**src/rtl/sop_pkg.sv**
```systemverilog
// Shared mode encoding for the sum-of-products pipeline.
package sop_pkg;

  typedef logic [1:0] sop_mode_t;

  localparam sop_mode_t SOP_AO  = 2'b00;
  localparam sop_mode_t SOP_AOI = 2'b01;
  localparam sop_mode_t SOP_OA  = 2'b10;
  localparam sop_mode_t SOP_OAI = 2'b11;

  localparam int MODE_OR_FIRST = 1;
  localparam int MODE_INV      = 0;

endpackage

```
**src/rtl/sop_channel.sv**
```systemverilog
// One channel of combinational gate logic: group reduction (stage 1) and combine/invert (stage 2).
module sop_channel
  import sop_pkg::*;
#(
  parameter int GRP  = 2,
  parameter int TERM = 3
) (
  input  logic [GRP*TERM-1:0] terms,
  input  logic [1:0]          mode_in,
  output logic [GRP-1:0]      grp,
  input  logic [GRP-1:0]      grp_q,
  input  logic [1:0]          mode_q,
  output logic                y
);

  function automatic logic [GRP-1:0] stage1(input logic [GRP*TERM-1:0] t, input sop_mode_t m);
    logic [GRP-1:0] r;
    r = '0;
    for (int g = 0; g < GRP; g++) begin
      r[g] = m[MODE_OR_FIRST] ? (|t[g*TERM +: TERM]) : (&t[g*TERM +: TERM]);
    end
    return r;
  endfunction

  // Second level uses the dual gate of the first level, then optional inversion.
  function automatic logic stage2(input logic [GRP-1:0] r, input sop_mode_t m);
    logic v;
    v = m[MODE_OR_FIRST] ? (&r) : (|r);
    return v ^ m[MODE_INV];
  endfunction

  assign grp = stage1(terms, mode_in);
  assign y   = stage2(grp_q, mode_q);

endmodule

```
**src/rtl/sop_logic_pipe.sv**
```systemverilog
// Two-stage valid/ready sum-of-products pipeline over CH channels of GRP x TERM inputs.
// Optional transfer counter on out_cnt when SOP_XFER_CNT_EN is defined.
module sop_logic_pipe
  import sop_pkg::*;
#(
  parameter int CH   = 2,
  parameter int GRP  = 2,
  parameter int TERM = 3
) (
  input  logic                   clk,
  input  logic                   rst,
  input  logic                   in_valid,
  output logic                   in_ready,
  input  logic [1:0]             in_mode,
  input  logic [CH*GRP*TERM-1:0] in_data,
  output logic                   out_valid,
  input  logic                   out_ready,
  output logic [CH-1:0]          out_data
`ifdef SOP_XFER_CNT_EN
  ,
  output logic [31:0]            out_cnt
`endif
);

  logic              v1;
  sop_mode_t         mode_q;
  logic [CH*GRP-1:0] grp_q;
  logic [CH*GRP-1:0] grp_next;
  logic [CH-1:0]     y_next;
  logic              adv1;
  logic              adv2;

  // Stage 2 advances when it is empty or draining; stage 1 then frees up the same edge.
  assign adv2     = v1 & (~out_valid | out_ready);
  assign in_ready = ~v1 | adv2;
  assign adv1     = in_valid & in_ready;

  for (genvar c = 0; c < CH; c++) begin : g_ch
    sop_channel #(
      .GRP  (GRP),
      .TERM (TERM)
    ) u_ch (
      .terms   (in_data[c*GRP*TERM +: GRP*TERM]),
      .mode_in (in_mode),
      .grp     (grp_next[c*GRP +: GRP]),
      .grp_q   (grp_q[c*GRP +: GRP]),
      .mode_q  (mode_q),
      .y       (y_next[c])
    );
  end

  always_ff @(posedge clk or posedge rst) begin
    if (rst) begin
      v1        <= 1'b0;
      mode_q    <= SOP_AO;
      grp_q     <= '0;
      out_valid <= 1'b0;
      out_data  <= '0;
    end else begin
      if (adv1) begin
        mode_q <= in_mode;
        grp_q  <= grp_next;
      end
      v1 <= adv1 | (v1 & ~adv2);
      if (adv2) begin
        out_data <= y_next;
      end
      out_valid <= adv2 | (out_valid & ~out_ready);
    end
  end

`ifdef SOP_XFER_CNT_EN
  always_ff @(posedge clk or posedge rst) begin
    if (rst) begin
      out_cnt <= '0;
    end else if (out_valid & out_ready) begin
      out_cnt <= out_cnt + 32'd1;
    end
  end
`endif

endmodule

```
**config.mk**
```make
export PLATFORM = sky130hd
export DESIGN_NAME = sop_logic_pipe
export DESIGN_NICKNAME = d
export VERILOG_FILES = /design/src/rtl/sop_pkg.sv /design/src/rtl/sop_channel.sv /design/src/rtl/sop_logic_pipe.sv
export SDC_FILE = /design/constraint.sdc
export NUM_CORES = 1
export LEC_CHECK = 0
export ABC_AREA = 1
export BUFFER_PORTS_ARGS = -buffer_cell sky130_fd_sc_hd__buf_2
export CAP_MARGIN = 40
export CORE_MARGIN = 2
export CORE_UTILIZATION = 29
export DETAILED_ROUTE_END_ITERATION = 6
export SYNTH_ARGS = -nofsm -noshare
export SYNTH_HDL_FRONTEND = slang
export SYNTH_SLANG_ARGS = --single-unit
export TNS_END_PERCENT = 30
```
**constraint.sdc**
```tcl
create_clock -name clk -period 3 [get_ports clk]
set_clock_uncertainty 0.1 [all_clocks]
set_input_delay 0.6 -clock clk [delete_from_list [all_inputs] [get_ports clk]]
set_output_delay 0.6 -clock clk [all_outputs]
set_load 0.005 [all_outputs]
```
==> results by group <==
Clock network
  – CTS H-tree depth: 1
  – Post-CTS setup buffer count: 0
  – Clk Latency, worst-skew pair: 0.26 ns
  – Clock sinks: 10
  – Cts bufs inserted: 3
  – CTS max path bufs: 2
  – # resized after CTS: 0
  – Clk slew on worst S/H paths: 0.06 ns
  – CTS Root Cell: clkbuf_4
  – CTS tree: done
  – Hold Buf Count CTS: 0

Place
  – Routability cong.: 0.7149
  – I/O Buffers: 21
  – Post-DP HPWL: 830.5 um

Synthesis
  – Cells after Synth: 78
  – Synthesized area per cell: 7.122 um^2
  – Largest area contributor in the netlist: dfrtp_1
  – Top-count cell post-synth: nand2_1
  – Largest cells by area after synthesis: dfrtp_1, nand2_1, inv_1
  – Mapped Nets: 96
  – Seq/Total Area, Yosys: 45.05%
  – Synth warn: 0
  – Seq cells post-synth: 10
  – Yosys cell types: 13
  – Synth async-reset ratio: 100.0%
  – Share of the synthesized area in the top cell type: 45.05%
  – EDFF count, synth: 0
  – Synth top cells by count: nand2_1, inv_1, dfrtp_1
  – Synthesized area: 555.5 um^2
  – Predominant post-synthesis flop cell: dfrtp_1

Global routing
  – Number of global-route vias before repair: 484
  – Global route overflow: 0
  – GRT Util Overall: 11.48%
  – First-pass GRT wire length: 1828 um
  – Antenna violations before repair: 0
  – Largest net degree at the start of global routing: 13

Route
  – Routed WL: 1023 um
  – Per-cell routed wire length: 8.119 um
  – Post-route DRC: 0
  – DR WL met3: 62 um
  – First drt pass iteration count: 3
  – Routed vias/inst: 4.111
  – M1 WL: 476 um
  – Max Used Layer: met4
  – Vias: 518
  – DRT iter0 DRCs: 3
  – WL met2: 464 um
  – Post-route ant nets: 0

Setup path
  – CP max FO: 3
  – Setup Crit Path Kind: in -> out
  – Cell mode on critical path: buf_2
  – R2R Path End: grp_q[3]
  – RR Startpoint: out_valid
  – Worst path bufs/invs: 3
  – Critical Path Max Stage Delay: 0.14 ns
  – CP max stage cell: buf_2
  – Critical Path Sink Type: primary output
  – R2R Setup Slk: 1.93 ns
  – Worst setup SP type: primary input
  – Worst path cell trace: buf_2 -> inv_1 -> nand3_2 -> buf_2
  – Crit-path leading delay family: buffers and inverters
  – Worst EP arrival: 0.99 ns
  – CP Data Required Time: 2.30 ns
  – CP Launch Point: out_ready
  – R2r worst-path depth: 5

Floorplan
  – Die extent in x: 47.77 um
  – Die height: 47.77 um
  – Die ar.: 0.002282 mm^2
  – Initial Util: 31.49%
  – Io pins: 22
  – Core area: 0.001764 mm^2
  – Rows: 15

Timing
  – Setup TNS: 0 ns
  – Setup violators final: 0
  – Actual slew at the worst max-slew pin: 0.3736 ns
  – Final hold vios: 0
  – Tmin final: 1.690 ns
  – Final Cycle Share: 56.34%
  – RSZ-0062 raised after global routing: false
  – Slew Limit Headroom: 75.06%
  – Max-slew violation count: 0
  – Hold WS: 0.2018 ns
  – Fmax: 591.6 MHz

Finish
  – Layout Nets: 121
  – Antenna Diode Count: 0
  – Share of layout cells above drive strength 1: 27.72%
  – Register Area: 250.2 um^2
  – P&R area growth vs syn: 26.58%
  – Area occupied by multi-input gates: 252.7 um^2
  – Number of fill cells: 210

Power
  – Static Leakage: 0.4123 nW
  – Cell Pwr Density: 483.5 mW/mm^2
  – Worst vdd ir: 169.6 uV

Outcome
  – Status: finished clean

Job
  – Max Cap Violations: 0

Min path
  – Hold/Removal Path Class: in -> async
==> layer usage <==
metal	up-vias	track usage (%)
met3	2	1.132
met2	17	18.67
met5	-	0
li1	284	-
met4	0	9.730
met1	215	13.39
==> sequential cells by signal (all words and copies together), names as in the netlist <==
signal     count
grp_q          4
mode_q         2
out_data       2
out_valid      1
v1             1
==> kinds of logic (layout without fill, tap and decap cells) <==
kind of cell / Yosys count / count (layout) / synth area share (%)
AOI/OAI and AO/OA: 10 / 10 / 11.49
and+or+nand+nor: 46 / 46 / 34.01
buffers and inverters: 12 / 35 / 9.459
DFF: 10 / 10 / 45.05
==> cells in the final DEF, fill, tap and decap left out <==
cell / synthesis / routed
nand2_1: 31 / 31
nand3_1: 4 / 4
nor2_2: 1 / 1
inv_1: 11 / 11
nand2_2: 1 / 1
o21bai_1: 4 / 4
a21oi_2: 1 / 1
clkbuf_4: 0 / 3
nand3_2: 1 / 1
dfrtp_1: 10 / 10
a21oi_1: 4 / 4
buf_2: 0 / 21
o21ai_0: 1 / 1
nor2_1: 8 / 8
==> per-stage QoR <==
stage	util, %	setup slack [ns]	power (mW)	std cells	cell area [um^2]
floorplan	-	1.556	0.2266	78	555.5
detailed placement	38.58	1.311	0.2566	123	680.7
global placement	38.58	1.318	0.2544	123	680.7
finish	39.86	1.310	0.3400	126	703.2
CTS	39.86	1.307	0.3463	126	703.2
global route	39.86	1.246	0.3663	126	703.2
==> area by class of cell <==
| type | instances | area share, % |
|---|---|---|
| Multi-Input combinational cell | 56 | 35.94 |
| Clock buffer | 3 | 3.203 |
| Timing Repair Buffer | 21 | 14.95 |
| Sequential cell | 10 | 35.59 |
| Inverter | 11 | 5.872 |
| Tap cell | 25 | 4.448 |
==> worst max path at each step <==
stage | endpoint | slack [ns] | cells after the start
CTS | in_ready | 1.31 | 4
finish | in_ready | 1.31 | 4
global route | in_ready | 1.25 | 4
global placement | in_ready | 1.32 | 4
floorplan | in_ready | 1.56 | 2
detailed placement | in_ready | 1.31 | 4
==> where the power goes <==
part / total, mW / switching, mW / internal (mW)
Clock: 0.0874 / 0.0413 / 0.0461
Sequential: 0.170 / 0.0137 / 0.156
Combinational: 0.0826 / 0.0450 / 0.0376
Total: 0.340 / 0.100 / 0.240
==> worst reg2reg max path, delay by kind of cell (launching register included) <==
kind	cells	cell delay, ns
simple gates	5	0.50
flops	1	0.37
No activity file was read; power rests on OpenSTA's default activity.
